===== src/rtl/keypad_time_loader.sv =====
// Keypad front end for the microwave timer: debounces key presses and turns them into
// the serial digit-load stream, start and cancel pulses consumed by the countdown chain.
module keypad_time_loader #(
    parameter int DEBOUNCE_CYCLES = 4,
    parameter int MAX_DIGITS      = 3
) (
    input  logic       clock,
    input  logic       clrn,
    input  logic [3:0] key_code,
    input  logic       key_valid,
    input  logic       timer_running,
    output logic [3:0] data,
    output logic       loadn,
    output logic       start,
    output logic       cancel,
    output logic [1:0] digits_entered,
    output logic       entry_active
);

    localparam int CW  = $clog2(DEBOUNCE_CYCLES + 1);
    localparam int CLW = (MAX_DIGITS > 1) ? $clog2(MAX_DIGITS) : 1;

    localparam logic [3:0] KEY_START = 4'hA;
    localparam logic [3:0] KEY_CLEAR = 4'hB;

    typedef enum logic [2:0] {
        S_IDLE         = 3'd0,
        S_DEBOUNCE     = 3'd1,
        S_ACT          = 3'd2,
        S_WAIT_RELEASE = 3'd3,
        S_CLEARING     = 3'd4
    } state_t;

    state_t         state_q, state_d;
    logic [3:0]     key_q, key_d;
    logic [CW-1:0]  cnt_q, cnt_d;
    logic [CLW-1:0] clr_q, clr_d;

    logic [3:0] data_q, data_d;
    logic       loadn_q, loadn_d;
    logic       start_q, start_d;
    logic       cancel_q, cancel_d;
    logic [1:0] digits_q, digits_d;
    logic       active_q, active_d;

    logic key_is_digit;
    logic entry_open;
    logic clear_last;

    assign key_is_digit = (key_q <= 4'd9);
    assign entry_open   = (digits_q < 2'(MAX_DIGITS));
    assign clear_last   = (clr_q == CLW'(MAX_DIGITS - 1));

    // State register, latched key and sequencing counters.
    always_ff @(posedge clock or negedge clrn) begin
        if (!clrn) begin
            state_q <= S_IDLE;
            key_q   <= 4'd0;
            cnt_q   <= '0;
            clr_q   <= '0;
        end else begin
            state_q <= state_d;
            key_q   <= key_d;
            cnt_q   <= cnt_d;
            clr_q   <= clr_d;
        end
    end

    // Next-state logic.
    always_comb begin
        state_d = state_q;
        key_d   = key_q;
        cnt_d   = cnt_q;
        clr_d   = clr_q;
        case (state_q)
            S_IDLE: begin
                if (key_valid) begin
                    state_d = S_DEBOUNCE;
                    key_d   = key_code;
                    cnt_d   = CW'(1);
                end
            end
            S_DEBOUNCE: begin
                // Any drop or code change abandons the candidate; a new code is re-latched via IDLE.
                if (!key_valid || (key_code != key_q)) begin
                    state_d = S_IDLE;
                    cnt_d   = '0;
                end else begin
                    cnt_d = cnt_q + CW'(1);
                    if (cnt_q == CW'(DEBOUNCE_CYCLES - 1)) begin
                        state_d = S_ACT;
                    end
                end
            end
            S_ACT: begin
                cnt_d = '0;
                clr_d = '0;
                if ((key_q == KEY_CLEAR) && !timer_running) begin
                    state_d = S_CLEARING;
                end else begin
                    state_d = S_WAIT_RELEASE;
                end
            end
            S_CLEARING: begin
                // Runs to completion even if timer_running rises meanwhile.
                if (clear_last) begin
                    state_d = S_WAIT_RELEASE;
                    clr_d   = '0;
                end else begin
                    clr_d = clr_q + CLW'(1);
                end
            end
            S_WAIT_RELEASE: begin
                if (!key_valid) begin
                    state_d = S_IDLE;
                end
            end
            default: begin
                state_d = S_IDLE;
            end
        endcase
    end

    // Output logic: next values for the registered outputs.
    always_comb begin
        data_d   = data_q;
        loadn_d  = 1'b0;
        start_d  = 1'b0;
        cancel_d = 1'b0;
        digits_d = digits_q;
        active_d = active_q;
        case (state_q)
            S_ACT: begin
                if (key_is_digit) begin
                    if (!timer_running && entry_open) begin
                        data_d   = key_q;
                        loadn_d  = 1'b1;
                        digits_d = digits_q + 2'd1;
                        active_d = 1'b1;
                    end
                end else if (key_q == KEY_START) begin
                    if (!timer_running && (digits_q != 2'd0)) begin
                        start_d  = 1'b1;
                        digits_d = 2'd0;
                        active_d = 1'b0;
                    end
                end else if (key_q == KEY_CLEAR) begin
                    if (timer_running) begin
                        cancel_d = 1'b1;
                    end
                end
            end
            S_CLEARING: begin
                // Shift zeros through every stage of the chain.
                data_d  = 4'd0;
                loadn_d = 1'b1;
                if (clear_last) begin
                    digits_d = 2'd0;
                    active_d = 1'b0;
                end
            end
            default: begin
            end
        endcase
    end

    always_ff @(posedge clock or negedge clrn) begin
        if (!clrn) begin
            data_q   <= 4'd0;
            loadn_q  <= 1'b0;
            start_q  <= 1'b0;
            cancel_q <= 1'b0;
            digits_q <= 2'd0;
            active_q <= 1'b0;
        end else begin
            data_q   <= data_d;
            loadn_q  <= loadn_d;
            start_q  <= start_d;
            cancel_q <= cancel_d;
            digits_q <= digits_d;
            active_q <= active_d;
        end
    end

    assign data           = data_q;
    assign loadn          = loadn_q;
    assign start          = start_q;
    assign cancel         = cancel_q;
    assign digits_entered = digits_q;
    assign entry_active   = active_q;

endmodule


===== config.mk =====
export PLATFORM = sky130hd
export DESIGN_NAME = keypad_time_loader
export DESIGN_NICKNAME = d
export VERILOG_FILES = /design/src/rtl/keypad_time_loader.sv
export SDC_FILE = /design/constraint.sdc
export NUM_CORES = 1
export LEC_CHECK = 0
export ABC_AREA = 0
export CAP_MARGIN = 20
export CORE_MARGIN = 3
export CORE_UTILIZATION = 52
export DETAILED_ROUTE_END_ITERATION = 16
export HOLD_SLACK_MARGIN = 0.06
export PLACE_DENSITY = 0.84
export SLEW_MARGIN = 40
export SYNTH_ARGS = -nofsm -noshare
export SYNTH_HDL_FRONTEND = slang
export SYNTH_SLANG_ARGS = --single-unit

===== constraint.sdc =====
create_clock -name clock -period 2.2 [get_ports clock]
set_clock_uncertainty 0.2 [all_clocks]
set_input_delay 0.33 -clock clock [delete_from_list [all_inputs] [get_ports clock]]
set_output_delay 0.33 -clock clock [all_outputs]
set_load 0.005 [all_outputs]

==> impl_results.md <==
- Initial core utilization: 0.586
- Status: finished, final reports clean
- Post-CTS Hold Buffers: 0
- Detailed-route via count: about 930
- CP peak stage delay: around 0.60 ns
- H-tree Lvls: 1
- CTS resizes: 0
- Critical R2R Capture: digits_entered[1]
- CTS clk-pin slew, worst paths: approximately 0.11 ns
- Post-CTS setup buffer count: 0
- Area Overhead vs Synth: 15.7%
- Highest net fanout along the worst path: 15
- Area contributors post-synth: dfrtp_1 (45%), nand2_1 (4.6%), o21ai_0 (4.5%)
- Hold Crit Class: in -> async
- HPWL Detailed: roughly 1800 um
- Total clock sinks: 22
- Drt wl/cell: around 14 um
- Fin area: about 1400 sq um
- Initial antenna violation count: 0
- Row cnt: 16
- Final setup fails: 0
- Initial DRC count: 21
- Dpl cells: 160
- Die Span Y: roughly 54 um
- Highest Clock Rate: around 530 MHz
- Vias per inst: approximately 5.7
- Vias in the first global route: between 900 and 1000
- TritonCTS clock tree: yes
- All-Layer GR Usage: 0.188
- Avg Cell Area, Syn: around 10 sq um
- Fin worst setup slack: ~0.32 ns
- Final Non-Filler Cells: roughly 160
- Grt ovf: 0
- Number of fill cells: 175
- CP Data Required Time: 2.24 ns
- Most frequent cells after synthesis: dfrtp_1 (22), nand2_1 (15), o21ai_0 (11), inv_1 (9), nor2_1 (7)
- Worst EP arrival: around 1.9 ns
- Port Buffers: 17
- Core ar.: about 2100 sq um
- Gp weighted congestion: ~0.81
- Main flop type after synthesis: dfrtp_1
- Cell area after placement: between 1000 and 1500 sq um
- Final hold violation count: 0
- Worst path cell trace: nor4b_2 > and3b_1 > a22o_1
- Critical Path Source Type: flop
- RSZ-0062 raised after global routing: false
- Slew Limit Fails: 0
- Slew headroom: 0.732
- Hold WS: around 0.16 ns
- Peak supply drop: approximately 0.68 mV
- Synth cell types: 38
- Power, Total: between 1 and 1.5 mW
- Register bit total from synthesis: 22
- Post-synthesis instance area: around 1200 sq um
- Skew-Pair Late Insertion Delay: around 0.3 ns
- Global-route wire length before repair: roughly 4000 um
- Leak Pwr: 0.597 nW
- R2R depth: 3
- Seq/Total Area, Yosys: 0.451
- IO Pins: 18
- Drt total wl: approximately 2300 um
- WS Path Type: reg -> reg
- Async SR Flop Fraction: 1.00
- FF-to-FF Start: state_q[1]
- Yosys warning count: 0
- Layout cell share with drive strength beyond 1: 0.109
- Final #Nets: 150
- Dpl ws: around 0.069 ns
- Clk buf depth: 2
- Max-cap violations: 0
- Mapped Cells: 122
- Cell taking the most area after synthesis: dfrtp_1
- Pin count of the biggest net entering global routing: 23
- Inserted Diodes: 0
- EDFF count, synth: 0
- Final period util: 0.855
- First-pass iteration count of the detailed router: 4
- Routed Antenna Nets: 0
- Crit end category: flop
- Total Die Area: just under 3000 sq um
- Syn_nets: about 130
- Die width: about 54 um
- Worst slew pin tran: approximately 0.4 ns
- TritonCTS buffer count: 3
- Root buf cell: clkbuf_4
- Residual DRC: 0
- Final min period: about 1.9 ns
- Worst path slowest cell: dfrtp_1
- Flop-to-flop setup slack: approximately 0.32 ns
- Most frequent cell after synthesis: dfrtp_1
- Synth top area share: 0.451
- Util after Layout: 0.678
- Pwr per Cell Area: between 1000 and 1500 nW/um^2
- Setup total negative slack: 0 ns
worst max path at each step:
stage / slack [ns] / from / end / depth (start not counted)
CTS: 0.31 / state_q[1] / digits_entered[1] / 3
global placement: 0.17 / key_valid / state_q[1] / 5
detailed placement: 0.07 / key_valid / state_q[1] / 5
floorplan: 0.60 / key_q[2] / digits_entered[0] / 5
global route: 0.15 / state_q[1] / data[1] / 4
finish: 0.32 / state_q[1] / digits_entered[1] / 3
critical path, delay by kind of cell, from the launching register on:
family / cells / cell delay (ns)
compound gates: 1 / 0.23
simple gates: 2 / 0.79
flops: 1 / 0.60
cells in the final DEF (no fill, tap or decap), types with 2 or more instances in the layout:
| master | netlist | layout |
|---|---|---|
| mux2_2 | 4 | 4 |
| clkdlybuf4s50_1 | 0 | 17 |
| nand2b_1 | 2 | 2 |
| nand2_1 | 15 | 15 |
| nand3_1 | 3 | 3 |
| ha_1 | 4 | 4 |
| o21ai_0 | 11 | 11 |
| nor2_1 | 7 | 7 |
| clkbuf_4 | 0 | 3 |
| a21oi_1 | 6 | 6 |
| o211ai_1 | 2 | 2 |
| xnor2_1 | 4 | 4 |
| inv_1 | 9 | 9 |
| dfrtp_1 | 22 | 22 |
| nor3_1 | 3 | 3 |
| and3b_1 | 2 | 2 |
cell type report:
cell class / count / area, sq um / area share
Clock buffer: 4 / 36.3 / 0.0257
Timing Repair Buffer: 18 / 178 / 0.126
Inverter: 9 / 33.8 / 0.0239
Sequential cell: 22 / 551 / 0.390
Tap cell: 27 / 33.8 / 0.0239
Multi-Input combinational cell: 84 / 579 / 0.410
sequential cells by signal, indices dropped and copies added, names as in the netlist:
name	cells
cnt_q	3
clr_q	2
loadn	1
digits_entered	2
key_q	4
cancel	1
data	4
start	1
entry_active	1
state_q	3
metal layers:
layer	global-route usage	share of wire
met1	0.216	0.43
met2	0.311	0.48
met3	0.0654	0.074
met4	0.0913	0.021
met5	0	0
where the power goes:
| part | leakage (nW) | internal, mW | total [mW] | switching [mW] |
|---|---|---|---|---|
| Combinational | 0.310 | 0.314 | 0.526 | 0.212 |
| Sequential | 0.267 | 0.532 | 0.721 | 0.188 |
| Clock | 0.0210 | 0.101 | 0.210 | 0.109 |
cells by family (layout without fill, tap and decap cells):
family | count (synthesis) | count (layout) | share of synthesized area
DFF | 22 | 22 | 0.451
buffers and inverters | 16 | 31 | 0.0738
xor gates and xnor gates | 4 | 4 | 0.0287
and+or+nand+nor | 42 | 42 | 0.198
adders and majority gates | 4 | 4 | 0.0410
AOI/OAI and AO/OA | 29 | 29 | 0.158
muxes | 5 | 5 | 0.0492
No activity file was read; power rests on OpenSTA's default activity.
